$ cat src/rtl/fir_tdm_param.sv
// Time-multiplexed FIR filter: one shared MAC walks NTAPS taps per accepted
// sample, then rounds, saturates and presents the result for one cycle.
//
// Handshake: a sample is accepted at a rising edge where sample_valid=1 and
// busy=0. busy is 1 from the cycle after the accept through the DONE cycle.
// Any sample_valid seen while busy=1 is discarded and latches drop_flag.
// out_valid is a one-cycle pulse. out_data keeps its value until the next result.
module fir_tdm_param #(
    parameter int DATA_W    = 16,
    parameter int COEF_W    = 16,
    parameter int NTAPS     = 15,
    parameter int ACC_W     = 40,
    parameter int OUT_SHIFT = 15,
    localparam int AW       = $clog2(NTAPS)
) (
    input  logic                     clk,
    input  logic                     reset,
    input  logic                     sample_valid,
    input  logic signed [DATA_W-1:0] sample_in,
    output logic                     busy,
    input  logic                     coef_we,
    input  logic [AW-1:0]            coef_addr,
    input  logic signed [COEF_W-1:0] coef_data,
    output logic                     out_valid,
    output logic signed [DATA_W-1:0] out_data,
    output logic                     sat_flag,
    output logic                     drop_flag,
    output logic [1:0]               dbg_state
);

    localparam int PW = DATA_W + COEF_W;
    localparam logic signed [ACC_W:0] HALF = (ACC_W+1)'(1) << (OUT_SHIFT - 1);
    localparam logic signed [ACC_W:0] MAXV = (ACC_W+1)'((2 ** (DATA_W - 1)) - 1);
    localparam logic signed [ACC_W:0] MINV = -MAXV - 1;

    typedef enum logic [1:0] {
        S_IDLE = 2'd0,
        S_MAC  = 2'd1,
        S_DONE = 2'd2
    } state_t;

    state_t                   state_q, state_d;
    logic signed [DATA_W-1:0] delay_q [NTAPS];
    logic signed [COEF_W-1:0] coef_q  [NTAPS];
    logic signed [ACC_W-1:0]  acc_q, acc_d;
    logic [AW-1:0]            k_q, k_d;
    logic                     out_valid_q;
    logic signed [DATA_W-1:0] out_data_q;
    logic                     sat_q, drop_q;

    logic                     accept;
    logic signed [DATA_W-1:0] sel_d;
    logic signed [COEF_W-1:0] sel_c;
    logic signed [PW-1:0]     prod;
    logic signed [ACC_W:0]    rnd;
    logic signed [ACC_W:0]    shifted;
    logic signed [DATA_W-1:0] res;
    logic                     sat_now;

    assign accept    = sample_valid && (state_q == S_IDLE);
    assign busy      = (state_q != S_IDLE);
    assign out_valid = out_valid_q;
    assign out_data  = out_data_q;
    assign sat_flag  = sat_q;
    assign drop_flag = drop_q;
    assign dbg_state = state_q;

    // Select the tap addressed by k and form the full-width signed product
    always_comb begin
        sel_d = '0;
        sel_c = '0;
        for (int i = 0; i < NTAPS; i++) begin
            if (k_q == AW'(i)) begin
                sel_d = delay_q[i];
                sel_c = coef_q[i];
            end
        end
        prod = PW'(sel_d) * PW'(sel_c);
    end

    // Round half-up, arithmetic shift, clamp to the output range
    always_comb begin
        rnd     = {acc_q[ACC_W-1], acc_q} + HALF;
        shifted = rnd >>> OUT_SHIFT;
        sat_now = 1'b0;
        res     = shifted[DATA_W-1:0];
        if (shifted > MAXV) begin
            res     = MAXV[DATA_W-1:0];
            sat_now = 1'b1;
        end else if (shifted < MINV) begin
            res     = MINV[DATA_W-1:0];
            sat_now = 1'b1;
        end
    end

    // FSM next state, accumulator and tap counter
    always_comb begin
        state_d = state_q;
        acc_d   = acc_q;
        k_d     = k_q;
        case (state_q)
            S_IDLE: begin
                if (accept) begin
                    acc_d   = '0;
                    k_d     = '0;
                    state_d = S_MAC;
                end
            end
            S_MAC: begin
                acc_d = acc_q + {{(ACC_W - PW){prod[PW-1]}}, prod};
                k_d   = k_q + AW'(1);
                if (k_q == AW'(NTAPS - 1)) begin
                    state_d = S_DONE;
                end
            end
            S_DONE: begin
                state_d = S_IDLE;
            end
            default: begin
                state_d = S_IDLE;
            end
        endcase
    end

    // State, datapath registers and sticky flags
    always_ff @(posedge clk) begin
        if (reset) begin
            state_q     <= S_IDLE;
            acc_q       <= '0;
            k_q         <= '0;
            out_valid_q <= 1'b0;
            out_data_q  <= '0;
            sat_q       <= 1'b0;
            drop_q      <= 1'b0;
        end else begin
            state_q     <= state_d;
            acc_q       <= acc_d;
            k_q         <= k_d;
            out_valid_q <= (state_q == S_DONE);
            if (state_q == S_DONE) begin
                out_data_q <= res;
                if (sat_now) begin
                    sat_q <= 1'b1;
                end
            end
            if (sample_valid && state_q != S_IDLE) begin
                drop_q <= 1'b1;
            end
        end
    end

    // Delay line shifts on accept; coefficients load only while idle
    always_ff @(posedge clk) begin
        if (reset) begin
            for (int i = 0; i < NTAPS; i++) begin
                delay_q[i] <= '0;
                coef_q[i]  <= '0;
            end
        end else begin
            if (accept) begin
                delay_q[0] <= sample_in;
                for (int i = 1; i < NTAPS; i++) begin
                    delay_q[i] <= delay_q[i-1];
                end
            end
            if (coef_we && state_q == S_IDLE) begin
                for (int i = 0; i < NTAPS; i++) begin
                    if (coef_addr == AW'(i)) begin
                        coef_q[i] <= coef_data;
                    end
                end
            end
        end
    end

endmodule

$ cat config.mk
export PLATFORM = sky130hd
export DESIGN_NAME = fir_tdm_param
export DESIGN_NICKNAME = d
export VERILOG_FILES = /design/src/rtl/fir_tdm_param.sv
export SDC_FILE = /design/constraint.sdc
export NUM_CORES = 2
export LEC_CHECK = 0
export BUFFER_PORTS_ARGS = -buffer_cell sky130_fd_sc_hd__buf_2
export CORE_MARGIN = 2
export CORE_UTILIZATION = 50
export DETAILED_ROUTE_END_ITERATION = 16
export PLACE_DENSITY = 0.66
export SYNTH_ARGS = -nofsm -noshare
export SYNTH_HDL_FRONTEND = slang
export SYNTH_SLANG_ARGS = --single-unit
$ cat constraint.sdc
create_clock -name clk -period 17.4 [get_ports clk]
set_input_delay 0 -clock clk [delete_from_list [all_inputs] [get_ports clk]]
set_output_delay 0 -clock clk [all_outputs]
set_load 0.05 [all_outputs]
==> impl_summary.txt <==
----------------------------------------------------
[Place]
  DP HPWL ... roughly 63 mm
  Post-placement cell count ... 4264
  Routability congestion estimate ... between 0.9 and 1
  Number of I/O port buffers ... 61

[Worst setup path]
  Delay contributed by the slowest stage of the critical path ... between 700 and 800 ps
  Minimum setup slack among reg-to-reg paths ... 5330 ps
  Startpoint types ... flip-flop
  Kind of critical path ... flip-flop to flip-flop
  Signal arrival time at the worst endpoint ... roughly 13000 ps
  Crit path max fanout ... 49
  Critical Path Most Common Cell ... sky130_fd_sc_hd__fa_1
  Kind of end point of the critical path ... flip-flop
  CP Buf/Inv Count ... 7
  Required time at the worst-slack endpoint ... 17930 ps
  Cell at the slowest stage of the critical path ... sky130_fd_sc_hd__xnor2_1
  Family with the most delay on the worst path ... compound AO/OA/AOI/OAI gates

[Synthesis]
  Post-synthesis net count ... 3832
  Cell types occupying the most area after synthesis ... sky130_fd_sc_hd__edfxtp_1 40%, sky130_fd_sc_hd__fa_1 15%, sky130_fd_sc_hd__nor2_1 5.1%, sky130_fd_sc_hd__ha_1 4.4%, sky130_fd_sc_hd__dfxtp_1 3.6%
  Count of state elements after synthesis ... 545
  Number of distinct library cell variants in the gate-level netlist after synthesis ... 81
  Area leader, netlist ... sky130_fd_sc_hd__edfxtp_1
  Number of cells produced by synthesis ... roughly 3400
  Primary flip-flop cell chosen by synthesis mapping ... sky130_fd_sc_hd__edfxtp_1
  Syn avg cell area ... approximately 11 um^2
  Combined area of all synthesized cells ... ~36000 um^2
  Number of warnings reported in the yosys synthesis log ... 0
  Sequential-to-total area share from yosys stat ... 44.0%
  Share of flip-flops with an asynchronous set or reset after synthesis ... 0%
  Area share of the leading cell type in the synthesized netlist ... between 40% and 50%
  Count of flip-flops with a built-in enable after synthesis ... 480

[Floorplanning]
  Number of standard-cell rows in the floorplan ... slightly below 100
  Starting Density ... 50.2%
  Chip Height ... between 200 and 300 um
  Core Area ... around 71000 um^2
  Horizontal extent of the die ... roughly 270 um
  I/O pin count ... between 60 and 70
  Overall die area ... 73600 um^2

[Hold path]
  HP Class ... input pin to flip-flop

[Timing]
  Final Critical Period ... 12070 ps
  Worst slew margin relative to its limit ... 24.7%
  Endpoints failing setup ... 0
  Fmax achieved ... around 83 MHz
  Layout Skew ... 35.4 ps
  Worst Max-Slew Pin Slew ... approximately 1100 ps
  RSZ-0062 raised after global routing ... no
  Final Slew Violations ... 0
  Sum of negative setup slack ... 0 ps
  Part of the cycle the worst path needs ... slightly below 70%
  Total count of hold-check failures in the final report ... 0

[Detailed routing]
  Final routed wirelength across all metal layers ... roughly 89 mm
  Iteration count of the initial detailed-routing pass ... 6
  Routed vias ... about 25000
  DRC violation total after the first TritonRoute iteration ... a little over 2000
  Wire per inst ... slightly above 20 um
  Total DRC errors in the routed layout ... 0
  Antenna-violating nets left ... 0
  Via-per-instance ratio ... around 5.7

[Clock tree]
  TritonCTS buffer count ... 57
  CTS tree ... yes
  Clock latency on the worst-skew pair ... about 640 ps
  Number of H-tree branching levels ... 2
  Reg clk slew, reported paths ... 60 ps
  Root buffer selected by CTS ... sky130_fd_sc_hd__clkbuf_16
  Number of buffers on the longest clock path ... 3
  Post-CTS setup buffer count ... 0
  Sinks on the clock net ... between 500 and 600

[Layout]
  Layout Nets ... about 3800
  Number of inserted diodes ... 0
  Fraction of layout instances using a drive strength above 1 ... under 10%
  Final cell count without fillers ... ~4400
  # fillers ... 6210
  Commonest non-fill, non-tap cells in the layout ... 480 x sky130_fd_sc_hd__nor2_1, 480 x sky130_fd_sc_hd__edfxtp_1, 335 x sky130_fd_sc_hd__inv_1
  Synthesis-to-finish area growth ... 9.01%

[GRT]
  Total global-route track usage ... between 20 and 25%
  Vias in the first global route ... ~26000
  Remaining Overflow, GRT ... 0
  Global-route wire length before repair ... 144 mm
  Antenna violations before repair ... 2
  Largest net degree at the start of global routing ... between 100 and 150

[Power]
  Worst ir drop on vdd ... roughly 0.18 mV
  Leakage power ... 0.0162 uW
  Power per cell area ... approximately 180 nW/um^2

[Run]
  Max-cap violation count ... 0

[Run status]
  Result of the run ... finished, final reports clean

----------------------------------------------------
-- layout make-up --
| cell class | count | area [um^2] | area share (%) |
|---|---|---|---|
| well taps | 950 | 1190 | 3.05 |
| inverters | 336 | 1260 | 3.24 |
| clock inverters | 37 | 393 | 1.01 |
| repair buffers | 133 | 913 | 2.35 |
| clock buffers | 70 | 1490 | 3.81 |
| multi-input cells | 2326 | 18000 | 46.2 |
| flip-flops and latches | 545 | 15700 | 40.4 |
-- power by group --
| part | internal [uW] | switching [uW] | total, uW |
|---|---|---|---|
| clock | 712 | 532 | 1240 |
| sequential | 1540 | 55.9 | 1590 |
| combinational | 1740 | 2480 | 4220 |
| total | 3980 | 3070 | 7060 |
-- stage by stage --
| stage | hold slack [ps] | util, % | setup WS [ps] | power, uW | area [um^2] |
|---|---|---|---|---|---|
| floorplan | 141 | - | 7560 | 4950 | 35700 |
| global placement | 273 | 51.8 | 5430 | 5750 | 36800 |
| detailed placement | 282 | 51.8 | 5430 | 5830 | 36800 |
| CTS | 15.6 | 54.8 | 5380 | 7100 | 38900 |
| global route | 68.2 | 54.8 | 4450 | 7700 | 38900 |
| finish | 35.7 | 54.8 | 5330 | 7060 | 38900 |
-- repair_timing --
item | 4_1_cts | 5_1_grt
hold endpoints to repair | 101 | 0
hold buffers | 26 | 0
resized for setup | 0 | 0
-- synthesized netlist by cell type, drive strengths merged (18+ instances only) --
cell and instances:
clkbuf 131, xor2 31, dfxtp 65, fa 264
buf 63, nor2b 116, nor3 20, a211oi 23
a221oi 45, o21ai 144, a21oi 171, xnor2 51
nand3 26, nand2 188, ha 127, nand2b 68
nor2 484, inv 336, edfxtp 480, o2bb2ai 18
a22oi 83, and2 183, o22ai 24, a21o 42
-- flip-flops by register name, summed over array words and instances, names as in the netlist --
name / count
sat_flag: 1
out_data: 16
delay_q: 240
acc_q: 40
drop_flag: 1
out_valid: 1
dbg_state: 2
k_q: 4
coef_q: 240
-- tightest hold or removal path: cells and delay by family --
family | cells | cell delay (ps)
simple gates | 2 | 450
buf+inv | 1 | 80
-- cell families (layout without fill, tap and decap cells) --
group	Yosys count	in the layout	synth area share [%]
AND/OR/NAND/NOR	1149	1149	15.4
multiplexers	2	2	0.0560
AO/OA/AOI/OAI	702	702	13.5
buffers and inverters	530	576	5.76
XOR/XNOR	82	82	2.01
adder cells (fa/ha/maj)	391	391	19.2
flip-flops	545	545	44.0
-- layer usage --
layer | part of all wire (%) | wire [um] | vias up | track usage, %
met5 | 0 | 0 | - | 0
met1 | 42 | 37700 | 12700 | 32.3
met3 | 4.4 | 3880 | 138 | 2.31
met2 | 51 | 45100 | 633 | 43.3
met4 | 2.4 | 2150 | 0 | 6.58
li1 | - | - | 11600 | -
-- path summary, 6_finish.rpt --
check                                   start  cells after the start       endpoint
worst min-delay path            coef_data[13]                      3  coef_q[0][45]
worst min register to register   out_data[15]                      2   out_data[15]
worst max register to register         k_q[0]                     43      acc_q[39]
worst max-delay path                   k_q[0]                     43      acc_q[39]
Power figures use the tool's default switching activity.
